$ cat src/rtl/seven_segment_scan.sv
// Multiplexed seven-segment scanner with a double-buffered frame, per-slot blanking and a frame pulse.
// Optional leading-zero blanking is compiled in when SEVEN_SEGMENT_LZB_EN is defined.
module seven_segment_scan #(
  parameter int unsigned DIGITS      = 4,
  parameter int unsigned REFRESH_DIV = 1000
) (
  input  logic                  clk,
  input  logic                  rst,
  input  logic                  enable,
  input  logic [4*DIGITS-1:0]   data,
  input  logic [DIGITS-1:0]     dp,
  input  logic                  load,
  output logic [6:0]            display,
  output logic                  decimal,
  output logic [DIGITS-1:0]     digit_sel,
  output logic                  frame
);

  localparam int unsigned DATA_W  = 4 * DIGITS;
  localparam int unsigned IDX_W   = (DIGITS > 1) ? $clog2(DIGITS) : 1;
  localparam int unsigned PRESC_W = $clog2(REFRESH_DIV);

  logic [PRESC_W-1:0] r_presc;
  logic [IDX_W-1:0]   r_idx;
  logic [DATA_W-1:0]  r_act_data;
  logic [DIGITS-1:0]  r_act_dp;
  logic [DATA_W-1:0]  r_pend_data;
  logic [DIGITS-1:0]  r_pend_dp;
  logic               r_pend_valid;
  logic [6:0]         r_display;
  logic               r_decimal;
  logic [DIGITS-1:0]  r_digit_sel;
  logic               r_frame;

  logic               w_tick;
  logic               w_boundary;
  logic [3:0]         w_nib;
  logic               w_dp;
  logic [DIGITS-1:0]  w_sel;
  logic               w_lz_blank;
  logic [6:0]         w_seg;

  function automatic logic [6:0] f_encode(input logic [3:0] nib);
    logic [6:0] seg;
    case (nib)
      4'h0: seg = 7'h7E;
      4'h1: seg = 7'h30;
      4'h2: seg = 7'h6D;
      4'h3: seg = 7'h79;
      4'h4: seg = 7'h33;
      4'h5: seg = 7'h5B;
      4'h6: seg = 7'h5F;
      4'h7: seg = 7'h70;
      4'h8: seg = 7'h7F;
      4'h9: seg = 7'h7B;
      4'hA: seg = 7'h77;
      4'hB: seg = 7'h1F;
      4'hC: seg = 7'h4E;
      4'hD: seg = 7'h3D;
      4'hE: seg = 7'h4F;
      default: seg = 7'h47;
    endcase
    return seg;
  endfunction

  assign w_tick     = enable && (r_presc == PRESC_W'(REFRESH_DIV - 1));
  assign w_boundary = w_tick && (r_idx == IDX_W'(DIGITS - 1));

  // Select the active digit's nibble, dp bit and one-hot enable.
  always_comb begin
    w_nib      = '0;
    w_dp       = 1'b0;
    w_sel      = '0;
    w_lz_blank = 1'b0;
    for (int k = 0; k < DIGITS; k++) begin
      if (r_idx == IDX_W'(k)) begin
        w_nib    = r_act_data[4*k +: 4];
        w_dp     = r_act_dp[k];
        w_sel[k] = 1'b1;
`ifdef SEVEN_SEGMENT_LZB_EN
        // Digit k>0 is a leading zero when it and every higher nibble are zero.
        if (k > 0) w_lz_blank = ((r_act_data >> (4 * k)) == '0);
`endif
      end
    end
  end

  assign w_seg = w_lz_blank ? 7'h00 : f_encode(w_nib);

  // Prescaler, digit index and registered outputs.
  always_ff @(posedge clk) begin
    if (rst) begin
      r_presc     <= '0;
      r_idx       <= '0;
      r_display   <= '0;
      r_decimal   <= 1'b0;
      r_digit_sel <= '0;
      r_frame     <= 1'b0;
    end else begin
      if (enable) begin
        r_presc <= w_tick ? '0 : r_presc + PRESC_W'(1);
      end
      if (w_tick) begin
        r_idx <= w_boundary ? '0 : r_idx + IDX_W'(1);
      end
      r_frame <= w_boundary;
      if (!enable || w_tick) begin
        r_display   <= '0;
        r_decimal   <= 1'b0;
        r_digit_sel <= '0;
      end else begin
        r_display   <= w_seg;
        r_decimal   <= w_dp;
        r_digit_sel <= w_sel;
      end
    end
  end

  // Double buffer: active only changes on a frame boundary.
  always_ff @(posedge clk) begin
    if (rst) begin
      r_act_data   <= '0;
      r_act_dp     <= '0;
      r_pend_data  <= '0;
      r_pend_dp    <= '0;
      r_pend_valid <= 1'b0;
    end else if (load && w_boundary) begin
      r_act_data   <= data;
      r_act_dp     <= dp;
      r_pend_valid <= 1'b0;
    end else begin
      if (w_boundary && r_pend_valid) begin
        r_act_data   <= r_pend_data;
        r_act_dp     <= r_pend_dp;
        r_pend_valid <= 1'b0;
      end
      if (load) begin
        r_pend_data  <= data;
        r_pend_dp    <= dp;
        r_pend_valid <= 1'b1;
      end
    end
  end

  assign display   = r_display;
  assign decimal   = r_decimal;
  assign digit_sel = r_digit_sel;
  assign frame     = r_frame;

endmodule

$ cat config.mk
export PLATFORM = sky130hd
export DESIGN_NAME = seven_segment_scan
export DESIGN_NICKNAME = d
export VERILOG_FILES = /design/src/rtl/seven_segment_scan.sv
export SDC_FILE = /design/constraint.sdc
export NUM_CORES = 1
export LEC_CHECK = 0
export ABC_AREA = 1
export BUFFER_PORTS_ARGS = -buffer_cell sky130_fd_sc_hd__buf_2
export CAP_MARGIN = 20
export CORE_MARGIN = 5
export CORE_UTILIZATION = 50
export DETAILED_ROUTE_END_ITERATION = 16
export HOLD_SLACK_MARGIN = 0.08
export PLACE_DENSITY = 0.68
export SKIP_LAST_GASP = 1
export SLEW_MARGIN = 20
export SYNTH_ARGS = -nofsm -noshare
export SYNTH_HDL_FRONTEND = slang
export SYNTH_SLANG_ARGS = --single-unit
$ cat constraint.sdc
create_clock -name clk -period 1.9 [get_ports clk]
set_input_delay 0.19 -clock clk [delete_from_list [all_inputs] [get_ports clk]]
set_output_delay 0.19 -clock clk [all_outputs]
set_load 0.005 [all_outputs]
==> results.toml <==
[routing]
drt_first_pass_iters = 4
drt_iter0_markers = 106
via_per_inst = 4.71
antenna_left = 0
vias = 2912
wl_um = 7090
post_drt_wl_per_cell_um = 11.5
drc_errors = 0

[sta]
slew_headroom = 0.734
finalSetupTns_ns = 0
final_hold_viol_count = 0
finalCritPeriodShare = 0.941
fmax_mhz = 559
tightest_slew_ns = 0.400
setup_violations = 0
rsz0062_at_grt = "yes"
drv_slew = 0
period_needed_ns = 1.79
fin_skew_ns = 0.00791

[synthesis]
synth_warnings = 0
ys_async_sr_fraction = 0
synth_nets = 528
ys_seq_area_frac = 0.389
syn_area_um2 = 3400
yosysTopAreaCellShare = 0.389
ys_seq_elements = 66
yosysUniqueCellTypes = 36
synth_top_area_cell = "dfxtp_1"
synth_edf_count = 0
syn_inst = 492
synth_ff_type = "dfxtp_1"
synth_area_leaders = "dfxtp_1 39%, nand2_1 16%, inv_1 8.5%, nor2_1 6.8%, a21oi_2 5.2%"
avgSynthCellArea_um2 = 6.91

[die]
dieArea_um2 = 8550
start_util = 0.506
num_rows = 30
die_w_um = 92.5
coreArea_um2 = 6720
pin_count = 37
die_h_um = 92.5

[min_path]
hold_path.class = "in -> reg"

[clocking]
path_clk_slew_ns = 0.07
ctsHoldBuffers = 0
cts_tree = "done"
clk_path_buf_depth = 2
cts-root-buf = "clkbuf_8"
cts_max_level = 3
clock_latency_ns = 0.33
cts.sink_count = 66
numCtsBuffers = 9

[finish]
final_cells = 618
syn_to_final_growth_pct = 15.0
nets = 569
fillers = 646
diodes = 0
layout-drive-gt1-share = 0.210

[power_and_ir_drop]
seq_power_share = 0.508
power.leakage_nw = 1.98
power_switching_mw = 0.665
switching_share = 0.235
p_clk_frac = 0.421
combPwrFrac = 0.070
power.density_nw_per_um2 = 724
p_int_mw = 2.17
ir_worst_vdd_v = 0.000535

[setup_path]
crit_type = "reg -> reg"
arrival_ns = 2.01
crit_fanout = 7
endpoint_kind = "flop"
cp-start-kind = "flop"
r2r_setup_slack_ns = 0.11
cp.required_ns = 2.13

[place]
portBuffers = 36
dp_hpwl_um = 4980
dp.cells = 602
gp_congestion = 0.839

[run]
cap_violations = 0

[grt]
grt_first_pass_wirelength_um = 12100
grt_max_degree = 42
grt_overflow_total = 0
antenna_found_initial = 0
grt_pass1_vias = 2757
grt_usage = 0.175

[run_status]
outcome = "finished clean"
sequential cells by signal (all words and copies together) (netlist names):
name	flops
r_act_dp	4
frame	1
r_act_data	16
r_pend_data	16
digit_sel	4
display	7
r_idx	2
r_pend_valid	1
r_presc	10
r_pend_dp	4
decimal	1
final cells by class:
| cell class | count | area (µm²) | share of cell area |
|---|---|---|---|
| Clock inverter | 5 | 52.6 | 0.0134 |
| Multi-Input combinational cell | 325 | 1680 | 0.430 |
| Inverter | 83 | 315 | 0.0806 |
| Timing Repair Buffer | 48 | 283 | 0.0723 |
| Tap cell | 80 | 100 | 0.0256 |
| Sequential cell | 66 | 1330 | 0.340 |
| Clock buffer | 11 | 151 | 0.0387 |
worst max-delay path, stage by stage (launching register included):
cell and delay (ns):
dfxtp_4 0.37, inv_2 0.06, ha_4 0.18, buf_4 0.14
a21oi_1 0.10, o21ai_0 0.09, nand2_1 0.06, nand2_1 0.15
inv_1 0.23, nand2_1 0.10, a21oi_1 0.14, nor2_1 0.06
logic make-up (layout without fill, tap and decap cells):
kind of cell,after synthesis,after routing,synth area share
xor+xnor,3,3,0.00773
simple gates,231,231,0.284
compound gates,79,79,0.142
buf+inv,101,147,0.133
fa+ha+maj,12,12,0.0441
flops,66,66,0.389
layer usage:
layer	track usage	routed length, µm
met1	0.218	3330
met2	0.300	3410
met3	0.0439	297
met4	0.0446	56
met5	0	0
layout by cell type (no fill, tap or decap), drive strengths merged:
cell / instances
nand2: 144
clkinv: 5
nand4: 3
xnor2: 1
nand3b: 2
o21ai: 28
bufinv: 1
a211oi: 3
o22ai: 1
nand3: 15
inv: 81
buf: 48
a21boi: 1
a21oi: 45
clkbuf: 11
clkinvlp: 1
ha: 12
nor3: 1
o21a: 1
nor2: 65
nor3b: 1
xor2: 2
dfxtp: 66
cells in the mapped netlist, types with 2 or more instances:
cell type,instances
nor2_2,2
o21ai_1,3
nand3_2,2
buf_4,3
clkbuf_1,5
nand2_1,142
nand2_2,2
o21ai_0,25
xor2_1,2
nand3b_1,2
inv_1,77
a21oi_1,25
dfxtp_1,66
ha_1,12
inv_2,4
nand3_1,12
a211oi_1,3
a21oi_2,20
buf_2,2
buf_6,6
nor2_1,62
path summary, 6_finish.rpt:
path                  startpoint              to  cells after the start
hold / removal               rst      r_presc[4]                      2
setup reg to reg        r_idx[0]      display[1]                     11
setup / recovery        r_idx[0]      display[1]                     11
hold reg to reg   r_pend_data[5]  r_pend_data[5]                      2
power groups by stage:
stage | clock [mW] | sequential [mW] | combinational, mW
after floorplan | 0 | 1.47 | 0.139
after global placement | 0 | 1.47 | 0.195
after detailed placement | 0 | 1.48 | 0.200
after CTS | 1.23 | 1.44 | 0.201
after global routing | 1.29 | 1.44 | 0.232
final | 1.19 | 1.44 | 0.199
repair_timing:
action / in CTS / in global routing
setup endpoints to repair: 5 / 7
pin swaps: 1 / 6
buffers inserted: 0 / 0
resized for setup: 2 / 18
stage by stage:
stage	hold WS (ns)	worst slack (ns)	power, mW	instance area, µm²	util
2_1_floorplan	0.262	0.0115	1.61	3400	-
5_1_grt	0.110	-0.0381	2.96	3910	0.582
6_report	0.117	0.112	2.83	3910	0.582
3_5_place_dp	0.466	-0.0300	1.68	3650	0.543
4_1_cts	0.110	0.00228	2.87	3860	0.575
3_3_place_gp	0.461	0.0474	1.67	3650	0.543
(Power assumes the default switching activity.)
